$ cat src/rtl/mrx_tag_chip_pkg.sv
// Shared types and helpers for the tag-chip RX sequencer.
// Holds the state encoding, saturating magnitude and default constants.
package mrx_tag_chip_pkg;

    typedef enum logic [1:0] {
        ST_IDLE      = 2'b00,
        ST_WAIT_SYNC = 2'b01,
        ST_SYNC      = 2'b10,
        ST_HOP_RX    = 2'b11
    } rx_state_e;

    localparam int          DEF_SYNC_IN_BIT  = 1;
    localparam logic [15:0] DEF_QUIET_THRESH = 16'd256;

    // Magnitude of a sign-extended w-bit value; the most negative
    // code folds onto the largest positive one.
    function automatic logic [31:0] sat_abs(
        input logic signed [31:0] x,
        input int                 w
    );
        logic [31:0] lim;
        logic [31:0] mag;
        lim = (32'd1 << (w - 1)) - 32'd1;
        mag = x[31] ? 32'(-x) : 32'(x);
        return (mag > lim) ? lim : mag;
    endfunction

endpackage

$ cat src/rtl/gpio_in_sync.sv
// Two-flop synchronizer plus registered rising-edge detect for GPIO bits.
// Ports: clk, reset (sync, high), d_i async inputs, rise_o 1-clk edge pulses.
module gpio_in_sync #(
    parameter int WIDTH = 1
) (
    input  logic             clk,
    input  logic             reset,
    input  logic [WIDTH-1:0] d_i,
    output logic [WIDTH-1:0] rise_o
);

    logic [WIDTH-1:0] meta_q;
    logic [WIDTH-1:0] sync_q;
    logic [WIDTH-1:0] prev_q;
    logic [WIDTH-1:0] rise_q;

    always_ff @(posedge clk) begin
        if (reset) begin
            meta_q <= '0;
            sync_q <= '0;
            prev_q <= '0;
            rise_q <= '0;
        end else begin
            meta_q <= d_i;
            sync_q <= meta_q;
            prev_q <= sync_q;
            rise_q <= sync_q & ~prev_q;
        end
    end

    assign rise_o = rise_q;

endmodule

$ cat src/rtl/mrx_ctrl_tag_chip_nb.sv
// RX sequencer: locks to the GPIO sync strobe, checks the quiet gap,
// frames hops into symbols and steps the per-hop NCO increment.
// Ports: irx/qrx/in_tvalid in; itx_out/qtx_out/out_tvalid/sym_last/
// hop_last sample out; hop_ph_inc/nhop/symbN/rx_state status;
// quiet_err/resync 1-clk pulses; fp_gpio_in async strobe inputs.
module mrx_ctrl_tag_chip_nb
    import mrx_tag_chip_pkg::*;
#(
    parameter int                      DATA_WIDTH     = 16,
    parameter int                      PHASE_WIDTH    = 24,
    parameter int                      NSYMB_WIDTH    = 16,
    parameter int                      NHOP_WIDTH     = 8,
    parameter int                      GPIO_REG_WIDTH = 12,
    parameter int                      NUM_HOPS       = 64,
    parameter int                      NSYMB_PER_HOP  = 8,
    parameter int                      NSIG           = 16384,
    parameter logic [PHASE_WIDTH-1:0]  START_PH_INC   = -24'd4194304,
    parameter logic [PHASE_WIDTH-1:0]  HOP_DPH_INC    = PHASE_WIDTH'(131072),
    parameter int                      SYNC_IN_BIT    = DEF_SYNC_IN_BIT,
    parameter logic [DATA_WIDTH-1:0]   QUIET_THRESH   = DATA_WIDTH'(DEF_QUIET_THRESH)
) (
    input  logic                      clk,
    input  logic                      reset,
    input  logic [DATA_WIDTH-1:0]     irx,
    input  logic [DATA_WIDTH-1:0]     qrx,
    input  logic                      in_tvalid,
    input  logic [GPIO_REG_WIDTH-1:0] fp_gpio_in,
    output logic [DATA_WIDTH-1:0]     itx_out,
    output logic [DATA_WIDTH-1:0]     qtx_out,
    output logic                      out_tvalid,
    output logic                      sym_last,
    output logic                      hop_last,
    output logic [PHASE_WIDTH-1:0]    hop_ph_inc,
    output logic [NHOP_WIDTH-1:0]     nhop,
    output logic [NSYMB_WIDTH-1:0]    symbN,
    output logic [1:0]                rx_state,
    output logic                      quiet_err,
    output logic                      resync
);

    localparam int CNT_W = $clog2(NSIG);
    localparam logic [CNT_W-1:0]       LAST_SAMP = CNT_W'(NSIG - 1);
    localparam logic [CNT_W-1:0]       QUIET_END = CNT_W'(NSIG / 4);
    localparam logic [NSYMB_WIDTH-1:0] LAST_SYM  = NSYMB_WIDTH'(NSYMB_PER_HOP - 1);
    localparam logic [NHOP_WIDTH-1:0]  LAST_HOP  = NHOP_WIDTH'(NUM_HOPS - 1);

    rx_state_e               state_q, state_d;
    logic [CNT_W-1:0]        samp_q, samp_d;
    logic [NSYMB_WIDTH-1:0]  symb_q, symb_d;
    logic [NHOP_WIDTH-1:0]   nhop_q, nhop_d;
    logic [PHASE_WIDTH-1:0]  ph_q, ph_d;
    logic                    qfail_q, qfail_d;
    logic [DATA_WIDTH-1:0]   itx_q, itx_d, qtx_q, qtx_d;
    logic                    tvalid_q, tvalid_d;
    logic                    sym_last_q, sym_last_d;
    logic                    hop_last_q, hop_last_d;
    logic                    qerr_q, qerr_d;
    logic                    resync_q, resync_d;

    logic sync_edge;
    logic gpio_unused;
    logic samp_last;
    logic hop_end;
    logic loud;
    logic qfail_now;

    gpio_in_sync #(
        .WIDTH (1)
    ) u_sync (
        .clk    (clk),
        .reset  (reset),
        .d_i    (fp_gpio_in[SYNC_IN_BIT]),
        .rise_o (sync_edge)
    );

    assign gpio_unused = ^fp_gpio_in;

    assign samp_last = (samp_q == LAST_SAMP);
    assign hop_end   = in_tvalid && samp_last && (symb_q == LAST_SYM);
    assign loud      = (sat_abs(32'($signed(irx)), DATA_WIDTH) >= 32'(QUIET_THRESH))
                    || (sat_abs(32'($signed(qrx)), DATA_WIDTH) >= 32'(QUIET_THRESH));
    assign qfail_now = qfail_q || ((samp_q < QUIET_END) && loud);

    always_ff @(posedge clk) begin
        if (reset) begin
            state_q    <= ST_IDLE;
            samp_q     <= '0;
            symb_q     <= '0;
            nhop_q     <= '0;
            ph_q       <= START_PH_INC;
            qfail_q    <= 1'b0;
            itx_q      <= '0;
            qtx_q      <= '0;
            tvalid_q   <= 1'b0;
            sym_last_q <= 1'b0;
            hop_last_q <= 1'b0;
            qerr_q     <= 1'b0;
            resync_q   <= 1'b0;
        end else begin
            state_q    <= state_d;
            samp_q     <= samp_d;
            symb_q     <= symb_d;
            nhop_q     <= nhop_d;
            ph_q       <= ph_d;
            qfail_q    <= qfail_d;
            itx_q      <= itx_d;
            qtx_q      <= qtx_d;
            tvalid_q   <= tvalid_d;
            sym_last_q <= sym_last_d;
            hop_last_q <= hop_last_d;
            qerr_q     <= qerr_d;
            resync_q   <= resync_d;
        end
    end

    always_comb begin
        state_d    = state_q;
        samp_d     = samp_q;
        symb_d     = symb_q;
        nhop_d     = nhop_q;
        ph_d       = ph_q;
        qfail_d    = qfail_q;
        itx_d      = irx;
        qtx_d      = qrx;
        tvalid_d   = in_tvalid && (state_q == ST_HOP_RX);
        sym_last_d = 1'b0;
        hop_last_d = 1'b0;
        qerr_d     = 1'b0;
        resync_d   = 1'b0;
        unique case (state_q)
            ST_IDLE: state_d = ST_WAIT_SYNC;
            ST_WAIT_SYNC: begin
                if (sync_edge) begin
                    state_d = ST_SYNC;
                    samp_d  = '0;
                    qfail_d = 1'b0;
                end
            end
            ST_SYNC: begin
                if (in_tvalid) begin
                    if (samp_last) begin
                        samp_d = '0;
                        if (qfail_now) begin
                            qerr_d  = 1'b1;
                            state_d = ST_WAIT_SYNC;
                        end else begin
                            symb_d  = '0;
                            state_d = ST_HOP_RX;
                        end
                    end else begin
                        samp_d  = samp_q + CNT_W'(1);
                        qfail_d = qfail_now;
                    end
                end
            end
            ST_HOP_RX: begin
                sym_last_d = in_tvalid && samp_last;
                hop_last_d = hop_end;
                if (hop_end) begin
                    // A strobe landing on the hop end starts the next sync.
                    if (nhop_q == LAST_HOP) begin
                        nhop_d = '0;
                        ph_d   = START_PH_INC;
                    end else begin
                        nhop_d = nhop_q + NHOP_WIDTH'(1);
                        ph_d   = ph_q + HOP_DPH_INC;
                    end
                    samp_d  = '0;
                    symb_d  = '0;
                    qfail_d = 1'b0;
                    state_d = sync_edge ? ST_SYNC : ST_WAIT_SYNC;
                end else if (sync_edge) begin
                    resync_d = 1'b1;
                    samp_d   = '0;
                    symb_d   = '0;
                    qfail_d  = 1'b0;
                    state_d  = ST_SYNC;
                end else if (in_tvalid) begin
                    if (samp_last) begin
                        samp_d = '0;
                        symb_d = symb_q + NSYMB_WIDTH'(1);
                    end else begin
                        samp_d = samp_q + CNT_W'(1);
                    end
                end
            end
            default: state_d = ST_IDLE;
        endcase
    end

    assign itx_out    = itx_q;
    assign qtx_out    = qtx_q;
    assign out_tvalid = tvalid_q;
    assign sym_last   = sym_last_q;
    assign hop_last   = hop_last_q;
    assign hop_ph_inc = ph_q;
    assign nhop       = nhop_q;
    assign symbN      = symb_q;
    assign rx_state   = state_q;
    assign quiet_err  = qerr_q;
    assign resync     = resync_q;

endmodule
$ cat config.mk
export PLATFORM = sky130hd
export DESIGN_NAME = mrx_ctrl_tag_chip_nb
export DESIGN_NICKNAME = d
export VERILOG_FILES = /design/src/rtl/mrx_tag_chip_pkg.sv /design/src/rtl/gpio_in_sync.sv /design/src/rtl/mrx_ctrl_tag_chip_nb.sv
export SDC_FILE = /design/constraint.sdc
export NUM_CORES = 1
export LEC_CHECK = 0
export CAP_MARGIN = 40
export CORE_UTILIZATION = 47
export CTS_CLUSTER_SIZE = 25
export DETAILED_ROUTE_END_ITERATION = 16
export PLACE_DENSITY = 0.85
export SLEW_MARGIN = 20
export SYNTH_ARGS = -nofsm -noshare
export SYNTH_HDL_FRONTEND = slang
export SYNTH_SLANG_ARGS = --single-unit
$ cat constraint.sdc
create_clock -name clk -period 3.5 [get_ports clk]
set_input_delay 1.05 -clock clk [delete_from_list [all_inputs] [get_ports clk]]
set_output_delay 1.05 -clock clk [all_outputs]
set_load 0.02 [all_outputs]
---- Yosys cells after proc, flatten, opt, wreduce, memory -nomap -nowiden ----
Index checks and enable logic that the tools add are counted.
word-level totals
  input bits .............................. 47
  logic and storage cells ................. 98
  output and inout bits ................... 87
  register bits after elaboration ......... 106
cells by class
  order comparisons ....................... 5
  reduce and logical (&&, ||, !) cells .... 17
  mux-type cells .......................... 34
  bitwise operators ....................... 6
  eq/ne operators ......................... 13
  add/subtract/negate cells ............... 6
operator list
  operator                  count
  $mux W32                  4
  $mux W16                  7
  $mux W14                  5
  $ge A32 B9 Y1 const B     2
  $gt A32 B15 Y1 const B    2
  $neg A16 Y32              2
  $pmux W14 S3              1
  $pmux W16 S2              1
  $add A24 B18 Y24 const B  1
  $mux W24                  1
  $add A16 B1 Y16 const B   1
  $eq A16 B3 Y1 const B     1
  $add A14 B1 Y14 const B   1
  $eq A14 B14 Y1 const B    1
  $lt A14 B13 Y1 const B    1
  $mux W2                   6
  $add A8 B1 Y8 const B     1
  $eq A8 B6 Y1 const B      1
  $mux W8                   1
  $ne A2 B2 Y1 const B      4
  $ne A4 B3 Y1 const B      2
  $pmux W2 S4               1
  $mux W1                   6
  $reduce_and A2 Y1         3
  16 further kinds          25

---- Depth between registers and ports, before layout ----
Gate-level depths: netlist of run 1.
  word-level depth ........................ 12
  mapped depth ............................ 9
  gate-level depth less buffers ........... 8

---- By module ----
Synthesis of run 1 repeated with hierarchy kept, for this count alone.
second synthesis, totals
  cells, all modules ...................... 479
  area, all modules ....................... 4182.8 um^2
by module, submodules not included
  module                times used  area each (um^2)  sequential area each (um^2)  cells an instance
  mrx_ctrl_tag_chip_nb  1           4071.4            1701.6                       471
  gpio_in_sync          1           111.4             80.1                         8

---- Worst setup path before layout of run 1 ----
No wires, ideal clock.
  kind .................................... input port to flip-flop
  start point ............................. input irx[5]
  end point ............................... register qfail_q
  path buffers ............................ 0
  data required time ...................... 3.360 ns
  arrival ................................. 2.675 ns
  library setup time ...................... 0.140 ns
  slack ................................... 0.685 ns
  cell stages on the path ................. 6
  cell sequence ........................... or3_1 nor4b_2 a21oi_1 or4_1 nor4_1 a41oi_1
on the way
  cells in the longest elaborated chain, start to end .. 11
ends and longest elaborated chain
  what                   line                         RTL
  from (decl)            mrx_ctrl_tag_chip_nb.sv:24   input logic [DATA_WIDTH-1:0] irx,
  $neg A16 Y32           mrx_tag_chip_pkg.sv:24       mag = x[31] ? 32'(-x) : 32'(x);
  $mux W32 *             mrx_tag_chip_pkg.sv:24
  $gt A32 B15 Y1         mrx_tag_chip_pkg.sv:25       return (mag > lim) ? lim : mag;
  $mux W32 *             mrx_tag_chip_pkg.sv:25
  $ge A32 B9 Y1 *        mrx_ctrl_tag_chip_nb.sv:80   assign loud = (sat_abs(32'($signed(irx)), DATA_WIDTH) >= 32'(QUIET_THRESH))
  $logic_or A1 B1 Y1 *   mrx_ctrl_tag_chip_nb.sv:81   || (sat_abs(32'($signed(qrx)), DATA_WIDTH) >= 32'(QUIET_THRESH));
  $logic_and A1 B1 Y1 *  mrx_ctrl_tag_chip_nb.sv:82   assign qfail_now = qfail_q || ((samp_q < QUIET_END) && loud);
  $logic_or A1 B1 Y1 *   mrx_ctrl_tag_chip_nb.sv:82
  $mux W1 *              mrx_ctrl_tag_chip_nb.sv:141  if (samp_last) begin
  $mux W1 *              mrx_ctrl_tag_chip_nb.sv:140  if (in_tvalid) begin
  $pmux W1 S3 *          mrx_ctrl_tag_chip_nb.sv:130  unique case (state_q)
  to (signal assigned)   mrx_ctrl_tag_chip_nb.sv:105  qfail_q <= qfail_d;
  to (decl)              mrx_ctrl_tag_chip_nb.sv:52   logic qfail_q, qfail_d;
Mark *: on every way between the ends. The rest lies on a longest branch, timed or not. The select of a mux whose other input is x is not followed.
A chain may end at the register's enable or synchronous reset.

---- Worst setup path after layout of run 1 ----
  start point ............................. input irx[7]
  end point ............................... register qfail_q
The elaborated chain is that of the path after synthesis.

==> metrics, run 1 <==
P_int 0.001501 W; Vias/cell 5.592; gpl congestion 0.8390; Logic pwr share 12.3%; Mapped Cells 489; FF-to-FF Start samp_q[0]$_SDFFE_PP0P_; grt total ovfl 0; Die Area 9303 µm²; DR vias 3970; CP Depth 7; clock tree buffer depth 2; Top FF cell, synth dfxtp_1; Boundary Pins 134; H-tree depth 3; RSZ-0062 raised after global routing no; clock-pin slew on the worst setup and hold paths 0.10 ns; worst min path class flop to flop; Detail Route Antenna Nets 0; Hold Crit Depth 1; worst-path fanout max 3; YS warnings 0; pin count of the biggest net entering global routing 63; period utilization 86.54%; num rows 34; area growth from synthesis to layout 31.69%; Filler cells 732; Die Y-Extent 96.45 µm; Slew @ Worst Pin 0.7995 ns; Total GRT Usage 23.56%; CP Capture Type flop; Worst setup SP type input port; Cell variety after synth 58; mapped cell area 4193 µm²; Residual DRC 0; clk sinks 89; post-synthesis register bit count 89; CP max stage delay 0.52 ns; Core Region 8678 µm²; clk_lat worst skew 0.37 ns; WP buf/inv 1; final core area utilization 63.62%; sequential-to-total area share from yosys stat 42.49%; VDD IR max 321.5 µV; Worst path slowest cell or4_1; switching pwr 0.0005328 W; number of buffers created by CTS 9; CP cell instances clkdlybuf4s50_1 -> nor4_1 -> nor4b_2 -> a21oi_1 -> or4_1 -> nor4_1 -> a41oi_1; minimum clock period 3.029 ns; share of flip-flops with an asynchronous set or reset 0%; Cell Pwr Density 368.4 nW/µm²; hold wc startpoint u_sync.prev_q$_SDFF_PP0_; final slew viol count 0; fmax 330.2 MHz; vias in the first global route 3694; CP Data Arrival Time 3.26 ns; die width 96.45 µm; CTS tree built; most used cell, CP nor4_1; final WL 10.69 mm; slew margin rel. 46.21%; post-route setup TNS 0 ns; # diodes 0; Sw Share 26.20%; IO Port Bufs 105; Detailed Place HPWL 7.691 mm; Syn Area/Cell 8.574 µm²; Root Buffer clkbuf_8; # setup viols final 0; dominant delay contributor by cell family on the critical path simple AND/OR/NAND/NOR gates; Initial Utilization 48.31%; post-route insts no fill 710; post-CTS sizing 0; required time of the critical path 3.73 ns; Max Cap Viol 0; total power 0.002034 W; first-pass GRT wire length 16.97 mm; total setup buffers inserted after CTS 0; EDFF count, synth 0; outcome finished clean; Worst Hold End u_sync.rise_o$_SDFF_PP0_; Final nets 650; leak pwr 1.996 nW; share of cells above drive strength 1 7.807%; Worst R2R End symbN[12]$_SDFFE_PP0P_; # hold bufs at CTS 0; routed len/inst 15.05 µm; WS Path Type input port to flop; first drt pass iteration count 6; final count of hold timing violations 0; DR iter-0 viols 256; initial antenna violation count 0; skew final 0.01853 ns; R2R Setup Slk 1.04 ns; r2r worst-path depth 8; Clock Power Share 36.1%; Reg power frac 51.6%; placed cells 694
[cells by family after synthesis]
group	share of synthesized area (%)
fa+ha+maj	1.790
simple gates	33.60
compound gates	12.83
xor+xnor	2.925
buf+inv	5.551
flops	42.49
mux	0.7162
other cells	0.08944
[power by group through the flow]
| stage | registers [W] | clock network (W) | logic (W) |
|---|---|---|---|
| 2_1_floorplan | 0.00110 | 0 | 0.000116 |
| 3_3_place_gp | 0.00107 | 0 | 0.000240 |
| 3_5_place_dp | 0.00107 | 0 | 0.000246 |
| 4_1_cts | 0.00105 | 0.000748 | 0.000248 |
| 5_1_grt | 0.00105 | 0.000786 | 0.000268 |
| 6_report | 0.00105 | 0.000734 | 0.000249 |
[Yosys cell counts, types with 2 or more instances]
master      n  share of area [%]
or2_2       3               0.45
nor2_1     57                5.1
or3_1      11                1.6
nand2b_1    9                1.3
o2111ai_1   2               0.42
xor2_1     11                2.3
nand4_1    15                2.2
a22oi_1     3               0.54
nand4b_1    4               0.84
a41oi_1     4               0.84
inv_1      10               0.90
nor2b_1    34                5.1
o21ai_0    26                3.1
clkbuf_1   11               0.98
xnor2_1     3               0.63
mux2i_1     3               0.72
ha_1        6                1.8
nor4b_1     2               0.42
a21o_1      3               0.54
buf_4      17                3.0
nor3_1      9                1.1
nand2_1    26                2.3
nand3b_1    9                1.6
and3_1      9                1.3
a21oi_1    37                4.4
or4_1       3               0.54
buf_1       3               0.27
buf_2       3               0.36
nand3_1    18                2.1
dfxtp_1    89                 42
a31oi_1     8                1.2
nor4_1      9                1.3
nor3b_1     5               0.90
nor4_2      3               0.90
[how the worst max path moves through the flow]
stage	endpoint	start	slack [ns]
floorplan	qfail_q$_SDFFE_PP0P_	irx[5]	0.68
global placement	qfail_q$_SDFFE_PP0P_	irx[5]	0.17
detailed placement	qfail_q$_SDFFE_PP0P_	irx[7]	0.13
CTS	qfail_q$_SDFFE_PP0P_	irx[7]	0.49
global route	qfail_q$_SDFFE_PP0P_	irx[7]	0.29
finish	qfail_q$_SDFFE_PP0P_	irx[7]	0.47
[placed cells by master, fill, tap and decap left out, drive strengths merged, types with 2 or more instances in the layout]
cell           count
nor2b             34
or3               11
nor3b              5
conb              17
o2111ai            2
nor3              10
buf               11
o221ai             2
nor4b              4
nor2              57
ha                 6
and3               9
clkinv             2
nand2             27
nand2b             9
o21ai             27
xnor2              3
nand4b             4
nand4             16
or4                3
inv               13
a22oi              3
or2                4
xor2              11
a41oi              4
nand3             20
a21oi             37
a21o               3
mux2i              3
a31oi              8
dfxtp             89
nand3b             9
clkdlybuf4s50    104
nor4              13
or4b               2
clkbuf            10
[layer usage]
metal / GRT usage, % / part of all wire, %
met1: 27.07 / 41
met2: 40.55 / 48
met3: 6.416 / 8.2
met4: 10.91 / 2.1
met5: 0 / 0
[through the flow]
stage          cell area, µm²  hold slack [ns]  setup WS (ns)
6_report                 5522           0.3927         0.4713
3_5_place_dp             5314           0.3771         0.1306
3_3_place_gp             5314           0.3738         0.1656
4_1_cts                  5522           0.3996         0.4854
2_1_floorplan            4253           0.3674         0.6847
5_1_grt                  5522           0.4211         0.2919
[flip-flops by register name, indices dropped and copies added (netlist names), 2 cells and up]
| register | cells |
|---|---|
| rx_state | 2 |
| qtx_out | 16 |
| hop_ph_inc | 7 |
| symbN | 16 |
| nhop | 8 |
| itx_out | 16 |
| samp_q | 14 |
[area by class of cell]
cell class | count | area (µm²) | area share, %
repair buffers | 115 | 1121 | 20.30
flip-flops and latches | 89 | 1782 | 32.27
multi-input cells | 372 | 2238 | 40.54
inverters | 10 | 37.54 | 0.6798
well taps | 108 | 135.1 | 2.447
clock buffers | 10 | 137.6 | 2.493
clock inverters | 6 | 70.07 | 1.269
(Power assumes the default switching activity.)
==> inputs of run 2 (changes only) <==
CORE_MARGIN = 3   (was default)
SKIP_CTS_REPAIR_TIMING = 1   (was default)
==> run 2 against run 1 <==
Cell area grew 0.18%. Routed wire length is 1.9% higher. Hold slack better by 0.00079 ns. Cell count decreased by 0.28%. Total power rose by 0.74%. Flip-flop and latch count unchanged. Setup slack got worse by 0.026 ns. Clock skew fell by 0.0076 ns. First-iteration DRC count grew 25%.
==> metrics, run 2 (same netlist as run 1, synthesis figures left out) <==
die width 100.5 µm (was 96.45 µm); Cell Pwr Density 370.4 nW/µm² (was 368.4 nW/µm²); Initial Utilization 49.78% (was 48.31%); first drt pass iteration count 6 (unchanged); most common cell after layout, fill and taps aside clkdlybuf4s50_1 (unchanged); CP Capture Type flop (unchanged); minimum clock period 3.055 ns (was 3.029 ns); gpl congestion 0.8831 (was 0.8390); area growth from synthesis to layout 31.93% (was 31.69%); Residual DRC 0 (unchanged); Detail Route Antenna Nets 0 (unchanged); required time of the critical path 3.72 ns (was 3.73 ns); number of buffers created by CTS 9 (unchanged); Max Cap Viol 0 (unchanged); Die Area 10090 µm² (was 9303 µm²); Core Region 8423 µm² (was 8678 µm²); routed len/inst 15.39 µm (was 15.05 µm); final count of hold timing violations 0 (unchanged); FF-to-FF Start samp_q[0]$_SDFFE_PP0P_ (unchanged); post-route insts no fill 708 (was 710); RSZ-0062 raised after global routing no (unchanged); CP cell instances clkdlybuf4s50_1 -> nor4_1 -> nor4b_2 -> a21oi_1 -> or4_1 -> nor4_1 -> a41oi_1 (unchanged); first-pass GRT wire length 17.87 mm (was 16.97 mm); placed cells 692 (was 694); DR vias 4023 (was 3970); # setup viols final 0 (unchanged); Slew @ Worst Pin 0.8126 ns (was 0.7995 ns); fmax 327.4 MHz (was 330.2 MHz); R2R Setup Slk 0.99 ns (was 1.04 ns); Worst Setup SP irx[8] (was irx[7]); outcome finished clean (unchanged); Boundary Pins 134 (unchanged); pin count of the biggest net entering global routing 39 (was 63); Final nets 651 (was 650); worst min path class flop to flop (unchanged); Detailed Place HPWL 7.837 mm (was 7.691 mm); skew final 0.01096 ns (was 0.01853 ns); final slew viol count 0 (unchanged); clk_lat worst skew 0.36 ns (was 0.37 ns); initial antenna violation count 0 (unchanged); H-tree depth 3 (unchanged); share of cells above drive strength 1 7.960% (was 7.807%); CP Data Arrival Time 3.27 ns (was 3.26 ns); IO Port Bufs 105 (unchanged); CP endpoint qfail_q$_SDFFE_PP0P_ (unchanged); worst-path fanout max 2 (was 3); most used cell, CP nor4_1 (unchanged); post-route setup TNS 0 ns (unchanged); grt total ovfl 0 (unchanged); Die Y-Extent 100.5 µm (was 96.45 µm); Total GRT Usage 21.59% (was 23.56%); vias in the first global route 3807 (was 3694); most frequent cells in the layout 104 x clkdlybuf4s50_1, 89 x dfxtp_1, 57 x nor2_1 (unchanged); Filler cells 690 (was 732); clock tree buffer depth 2 (unchanged); WS Path Type input port to flop (unchanged); Worst setup SP type input port (unchanged); clock-pin slew on the worst setup and hold paths 0.08 ns (was 0.10 ns); Worst R2R End symbN[2]$_SDFFE_PP0P_ (was symbN[12]$_SDFFE_PP0P_); period utilization 87.28% (was 86.54%); slew margin rel. 45.33% (was 46.21%); Root Buffer clkbuf_8 (unchanged); DR iter-0 viols 320 (was 256); CP max stage delay 0.52 ns (about the same); VDD IR max 275.1 µV (was 321.5 µV); clk sinks 89 (unchanged); # diodes 0 (unchanged); num rows 33 (was 34); final WL 10.90 mm (was 10.69 mm); leak pwr 1.995 nW (was 1.996 nW); CTS tree built (unchanged); Worst path slowest cell or4_1 (unchanged); Vias/cell 5.682 (was 5.592); r2r worst-path depth 8 (unchanged)
==> run 2: cell count changes in the layout (fill, tap and decap cells not counted) <==
cell        delta
clkbuf_8       +1
clkinvlp_4     +2
buf_4          +1
clkinv_2       -1
inv_6          -2
==> run 2: through the flow <==
stage                     setup WS [ns]  total power [W]  hold WS [ns]  instance area, µm²  utilization (%)
after global placement           0.1331         0.001314        0.3719                5318            63.13
after detailed placement         0.1357         0.001320        0.3867                5318            63.13
final                            0.4453         0.002049        0.3934                5532            65.67
after global routing             0.2585         0.002134        0.4186                5532            65.67
after CTS                        0.5014         0.002058        0.3992                5532            65.67
after floorplan                  0.6847         0.001212        0.3674                4253                -
==> run 2: how the worst min path moves through the flow <==
stage | startpoint | endpoint | slack (ns) | cells after the start
final | u_sync.prev_q$_SDFF_PP0_ | u_sync.rise_o$_SDFF_PP0_ | 0.39 | 1
after global routing | u_sync.prev_q$_SDFF_PP0_ | u_sync.rise_o$_SDFF_PP0_ | 0.42 | 1
after CTS | u_sync.prev_q$_SDFF_PP0_ | u_sync.rise_o$_SDFF_PP0_ | 0.40 | 1
after detailed placement | u_sync.prev_q$_SDFF_PP0_ | u_sync.rise_o$_SDFF_PP0_ | 0.39 | 1
after global placement | u_sync.prev_q$_SDFF_PP0_ | u_sync.rise_o$_SDFF_PP0_ | 0.37 | 1
after floorplan | u_sync.prev_q$_SDFF_PP0_ | u_sync.rise_o$_SDFF_PP0_ | 0.37 | 1
==> run 2: where the power goes <==
part / leakage [nW] / total [W] / internal [W] / switching [W]
Combinational: 1.17 / 0.000251 / 0.000108 / 0.000142
Clock: 0.102 / 0.000748 / 0.000373 / 0.000375
Sequential: 0.727 / 0.00105 / 0.00104 / 0.0000136
==> run 2: critical path: cells and delay by family <==
family                 cells  cell delay, ns
AOI/OAI and AO/OA          2            0.26
buffers and inverters      1            0.44
and+or+nand+nor            4            1.52
==> run 2: per-layer routing <==
metal  up-vias  global-route usage, %  part of all wire (%)
li1       1935                      -                     -
met5         -                      0                     0
met3        23                  5.536                   8.3
met4         0                  8.394                   1.9
met2       179                  35.47                    49
met1      1886                  27.16                    41
==> run 2: area by class of cell <==
class	count	area, µm²	share of cell area (%)
inverters	10	37.54	0.6786
repair buffers	116	1129	20.40
clock buffers	11	151.4	2.737
multi-input cells	372	2238	40.47
flip-flops and latches	89	1782	32.21
well taps	105	131.4	2.375
clock inverters	5	62.56	1.131
